**src/rtl/rr_grant_enc4.sv**
```systemverilog
// rtl/rr_grant_enc4.sv - four-way round-robin arbiter driving a 2-to-4 decoder select pair
module rr_grant_enc4 #(
    parameter int HOLD_MAX = 8
) (
    input  logic       clk,
    input  logic       rst,
    input  logic [3:0] req,
    input  logic       done,
    output logic       a,
    output logic       b,
    output logic       gnt_valid,
    output logic       expired
);

    typedef enum logic {IDLE, GRANT} state_t;

    localparam logic       HOLD_EN   = (HOLD_MAX != 0);
    localparam logic [7:0] HOLD_LAST = 8'(HOLD_MAX - 1);

    state_t     state;
    logic [1:0] ptr;
    logic [1:0] idx;
    logic [7:0] hcnt;

    logic [1:0] pick;
    logic       any_req;
    logic       rel_drop;
    logic       rel_done;
    logic       rel_time;

    // Walk from the farthest offset back to ptr so the nearest requester wins.
    always_comb begin
        pick    = ptr;
        any_req = |req;
        for (int k = 3; k >= 0; k--) begin
            if (req[ptr + 2'(k)]) begin
                pick = ptr + 2'(k);
            end
        end
    end

    assign rel_drop = !req[idx];
    assign rel_done = done;
    assign rel_time = HOLD_EN && (hcnt == HOLD_LAST);

    always_ff @(posedge clk) begin
        if (rst) begin
            state   <= IDLE;
            ptr     <= 2'd0;
            idx     <= 2'd0;
            hcnt    <= 8'd0;
            expired <= 1'b0;
        end else begin
            expired <= 1'b0;
            case (state)
                IDLE: begin
                    if (any_req) begin
                        idx   <= pick;
                        ptr   <= pick + 2'd1;
                        hcnt  <= 8'd0;
                        state <= GRANT;
                    end
                end
                GRANT: begin
                    if (rel_drop || rel_done || rel_time) begin
                        state   <= IDLE;
                        expired <= rel_time && !rel_drop && !rel_done;
                    end else if (hcnt != 8'hFF) begin
                        hcnt <= hcnt + 8'd1;
                    end
                end
                default: state <= IDLE;
            endcase
        end
    end

    // Every output is a flop or a direct decode of one, so the decoder never sees input glitches.
    assign a         = idx[1];
    assign b         = idx[0];
    assign gnt_valid = (state == GRANT);

endmodule
```
**config.mk**
```make
export PLATFORM = sky130hd
export DESIGN_NAME = rr_grant_enc4
export DESIGN_NICKNAME = d
export VERILOG_FILES = /design/src/rtl/rr_grant_enc4.sv
export SDC_FILE = /design/constraint.sdc
export NUM_CORES = 1
export LEC_CHECK = 0
export CAP_MARGIN = 0
export CORE_MARGIN = 1.5
export CORE_UTILIZATION = 45
export CTS_CLUSTER_DIAMETER = 50
export DETAILED_ROUTE_END_ITERATION = 7
export PLACE_DENSITY_LB_ADDON = 0.1
export SLEW_MARGIN = 20
export SYNTH_ARGS = -nofsm -noshare
export SYNTH_HDL_FRONTEND = slang
export SYNTH_SLANG_ARGS = --single-unit
```
**constraint.sdc**
```tcl
create_clock -name clk -period 1.9 [get_ports clk]
set_input_delay 0.475 -clock clk [delete_from_list [all_inputs] [get_ports clk]]
set_output_delay 0.475 -clock clk [all_outputs]
set_load 0.05 [all_outputs]
```
---- Word level (Yosys, flattened, before mapping) ----
Index checks and enable logic that the tools add are counted.
word-level totals
  register bits after elaboration ......... 14
  input bits .............................. 7
  word-level logic and storage cells ...... 53
cells by class
  bitwise gates (word level) .............. 2
  mux-type cells .......................... 21
  reductions and logical operators ........ 10
  equal/unequal tests ..................... 5
  $lt $le $gt $ge ......................... 5
  $add $sub $neg .......................... 5
operators with widths
  cell                                                         count
  two-way mux 8 bit                                            3
  one-hot mux 8 bit (2 select lines)                           1
  less-than comparator 2 x 3 -> 1 bit (second input constant)  5
  binary-select mux 1 bit (select 2 bit)                       5
  adder 8 x 1 -> 8 bit (second input constant)                 1
  equality test 8 x 3 -> 1 bit (second input constant)         1
  two-way mux 2 bit                                            4
  != test 8 bit (second input constant)                        1
  two-way mux 1 bit                                            7
  adder 2 x 1 -> 2 bit (second input constant)                 2
  adder 2 bit (second input constant)                          2
  != test 2 bit (second input constant)                        2
  OR reduction 4 bit                                           1
  AND reduction 3 bit                                          1
  OR reduction 3 bit                                           1
  logical AND 1 bit                                            2
  logical NOT 1 bit                                            2
  logical OR 1 bit                                             2
  != test 2 x 1 -> 1 bit (second input constant)               1
  NOT 1 bit                                                    2
  one-hot mux 1 bit (2 select lines)                           1
  AND reduction 2 bit                                          1

---- Logic depth before layout (Yosys ltp) ----
  word-level depth ........................ 8
  mapped depth ............................ 7
  gate-level depth less buffers ........... 6

---- Least setup slack after synthesis ----
OpenSTA, ideal clock, no wires.
  kind .................................... register to register
  from .................................... register state (netlist: gnt_valid)
  to ...................................... register hcnt[5]
  slack ................................... -0.270 ns
  path buffers ............................ 1
  required time ........................... 1.830 ns
  cell stages (with the launch flop) ...... 7
  data arrival time ....................... 2.100 ns
  setup time .............................. 0.070 ns
  path through ............................ dfxtp_1 > nor3b_2 > a2bb2oi_1 > or3_1 > buf_6 > or4_1 > a21oi_1
on the way
  longest elaborated chain between the ends .. 3
  elaborated cells between the ends (all ways) .. 6
  those cells by class .................... eq/ne (3); mux (1); bitwise (1); reduce/logical (1)
ends and longest elaborated chain
  element                               RTL line  text
  start, declared                       20        state_t state;
  start signal, assigned                48        state <= IDLE;
  start signal, assigned                61        state <= GRANT;
  start signal, assigned                66        state <= IDLE;
  NOT 1 bit (no source line)            --
  != test 2 bit (no source line)        --
  AND reduction 3 bit (no source line)  --
  end signal, assigned                  69        hcnt <= hcnt + 8'd1;
  end, declared                         23        logic [7:0] hcnt;
Several ways; a longest one is shown, not always the timed one.
A chain may end at the register's enable or synchronous reset.

---- Worst setup path in the final report ----
  from .................................... input port done
  to ...................................... register hcnt[7]
on the way
  longest elaborated chain between the ends .. 4
ends and longest elaborated chain
  element                               RTL line  text
  start, declared                       8         input logic done,
  logical OR 1 bit (2 in a row)         65        if (rel_drop || rel_done || rel_time) begin
  != test 2 bit (no source line)        --
  AND reduction 3 bit (no source line)  --
No other way between the ends.

==> results.cfg <==
[outcome]
status = completed

[routing]
drt_iter0_markers = 12
via_per_inst = 6.05
ant_nets = 0
vias = 877
routedWlPerCell_um = 14.2
drc = 0
finalWirelength_um = 2060
dr.pass1.iters = 4

[final_layout]
nFillCells = 143
final_core_util_pct = 66.9
ff_latch_area_um2 = 289
drive_gt1_share_pct = 35.2
diodes = 0
finish.net_count = 137
multi_input_area_um2 = 527
final_area_mm2 = 0.00113
layout.cells.non_filler = 145
area_growth_pct = 41.5

[sta]
period_share_pct = 97.7
min_period_ps = 1860
finalSetupViolCount = 0
skew_ps = 3.90
hold_violations = 0
slew_viol_final = 0
slew_headroom_pct = 74.5
worstMarginPinSlew_ps = 378
fmax_mhz = 539

[critical_path]
crit_slowest_cell = or4_1
cp_max_fo = 7
cpPeakStageDelay_ps = 500
path_buf_inv = 1
crit_chain = dlygate4sd2_1, nand3b_1, a2bb2oi_1, or3_4, or4_1, a21oi_1
endpoint_kind = flop
required_ps = 2120
start_kind = input port
crit_arrival_ps = 2070
path_class = in -> reg
cp_top_family = simple AND/OR/NAND/NOR gates

[power_and_ir_drop]
swShare_pct = 29.8
p_clk_share_pct = 29.2
power.switching_uw = 222
p_comb_share_pct = 26.2
ir_drop_mv = 0.361
totalPowerFinal_uw = 746
power.density_mw_per_mm2 = 660
pwr-share-seq_pct = 44.6
p_leak_uw = 0.000452
p_int_uw = 523

[placed_design]
gp_congestion = 0.842
postPlaceCellArea_mm2 = 0.00105
dp_hpwl_um = 1440
io_buffer_count = 10
dp_cells = 140

[clocking]
cts.path.max_buffers = 2
cts.sinks = 14
cts_tree = yes
clk_latency_ps = 280
postCtsHoldBufs = 0
cts_buffers = 3
clockRootBuffer = clkbuf_4
clkTransAtPathRegs_ps = 90
cts_htree_levels = 1

[floorplan]
initial_core_util_pct = 47.3
rows = 15
die_h_um = 45.1
die_w_um = 45.1
coreArea_mm2 = 0.00169
die-area_mm2 = 0.00204
io_pins = 11

[synthesis]
syn_area_um2 = 798
yosysUniqueCellTypes = 34
yosysWarnings = 0
syn-num-nets = 103
synth_seq_cells = 14
syn_inst = 95
async_flop_share_pct = 0
synth_edf_count = 0
synthFlopType = dfxtp_1
avgSynthCellArea_um2 = 8.40
synth-seq-area-share_pct = 35.1

[global_route]
grt_antenna_before_repair = 0
grt_max_degree = 9
grt_usage_pct = 22.0
grt_pass1_wl_um = 3290
grt_pass1_vias = 780
overflow = 0

[run]
drv_cap = 0

[worst_hold_path]
hold_class = reg -> reg
[logic make-up (layout without fill, tap and decap cells)]
logic type	after synthesis	in the layout	share of synthesized area, %
AND/OR/NAND/NOR	40	40	27.9
flip-flops	14	14	35.1
adder cells (fa/ha/maj)	1	1	1.57
XOR/XNOR	2	2	2.19
AO/OA/AOI/OAI	30	30	25.9
buffers and inverters	5	38	3.29
multiplexers	3	3	4.08
[cell type report]
cell class | count | share of cell area, %
well taps | 17 | 1.88
repair buffers | 31 | 21.7
multi-input cells | 76 | 46.6
flip-flops and latches | 14 | 25.6
clock buffers | 4 | 3.21
inverters | 3 | 0.997
[sequential cells by signal, indices dropped and copies added, names as in the netlist]
register and flops:
expired 1, idx 2, hcnt 8, gnt_valid 1
ptr 2
[layout by cell type, fill, tap and decap left out, types with 2 or more instances in the layout]
cell	n
a211oi_1	3
a21oi_1	8
a2bb2oi_1	2
buf_4	24
clkbuf_4	3
dfxtp_1	11
dfxtp_4	2
dlygate4sd2_1	5
inv_1	3
nand2_1	8
nand3_1	5
nand3b_1	2
nor2_1	7
nor2b_1	2
nor3_1	3
o211a_1	2
o21ai_0	5
o31ai_1	4
or3_4	2
or4_1	2
xnor2_1	2
[layer usage]
metal | GRT usage, % | vias to the layer above | share of wire (%)
met3 | 3.60 | 4 | 2.7
met5 | 0 | - | 0
met4 | 11.2 | 0 | 1.9
met2 | 33.1 | 13 | 47
li1 | - | 436 | -
met1 | 30.2 | 424 | 49
[power by group through the flow]
stage | clock (uW) | sequential, uW | combinational, uW
floorplan | 0 | 358 | 89.1
global placement | 0 | 337 | 189
CTS | 224 | 332 | 193
detailed placement | 0 | 339 | 191
finish | 217 | 333 | 195
global route | 239 | 337 | 213
[Yosys cell counts (all sizes together) (3+ instances only)]
library cell / instances / area [um^2]
a211oi: 3 / 22.5
a21oi: 9 / 45.0
dfxtp: 14 / 280
inv: 3 / 11.3
nand2: 9 / 33.8
nand3: 5 / 25.0
nor2: 7 / 26.3
nor3: 4 / 25.0
o21ai: 5 / 25.0
o31ai: 4 / 30.0
or3: 3 / 21.3
or4: 3 / 22.5
[through the flow]
stage / setup TNS [ps] / setup WS (ps) / hold slack (ps)
2_1_floorplan: 0 / 1.35 / 460
3_3_place_gp: -2700 / -411 / 490
3_5_place_dp: -2980 / -447 / 489
4_1_cts: 0 / 26.8 / 510
5_1_grt: -50.1 / -39.1 / 529
6_report: 0 / 44.4 / 509
[final timing paths]
path	startpoint	depth (start not counted)	to	slack, ps
worst max-delay path	done	6	hcnt[7]$_SDFFE_PP0P_	40
worst min-delay path	idx[1]$_SDFFE_PP0P_	2	idx[1]$_SDFFE_PP0P_	510
worst max register to register	hcnt[1]$_SDFFE_PP0P_	6	hcnt[7]$_SDFFE_PP0P_	70
worst min register to register	idx[1]$_SDFFE_PP0P_	2	idx[1]$_SDFFE_PP0P_	510
[what timing repair did]
| item | CTS | global route |
|---|---|---|
| gates resized for setup | 10 | 5 |
| setup buffers | 0 | 1 |
| pin swaps | 4 | 2 |
| setup endpoints to repair | 5 | 3 |
[worst register-to-register path, cell delays in order (launching register included)]
cell and delay (ps):
dfxtp_1 340, ha_2 200, nand2_2 100, nor3_4 40, or3_4 430, or4_1 500, a21oi_1 160
Note: power is estimated with default switching activity, not from simulation.
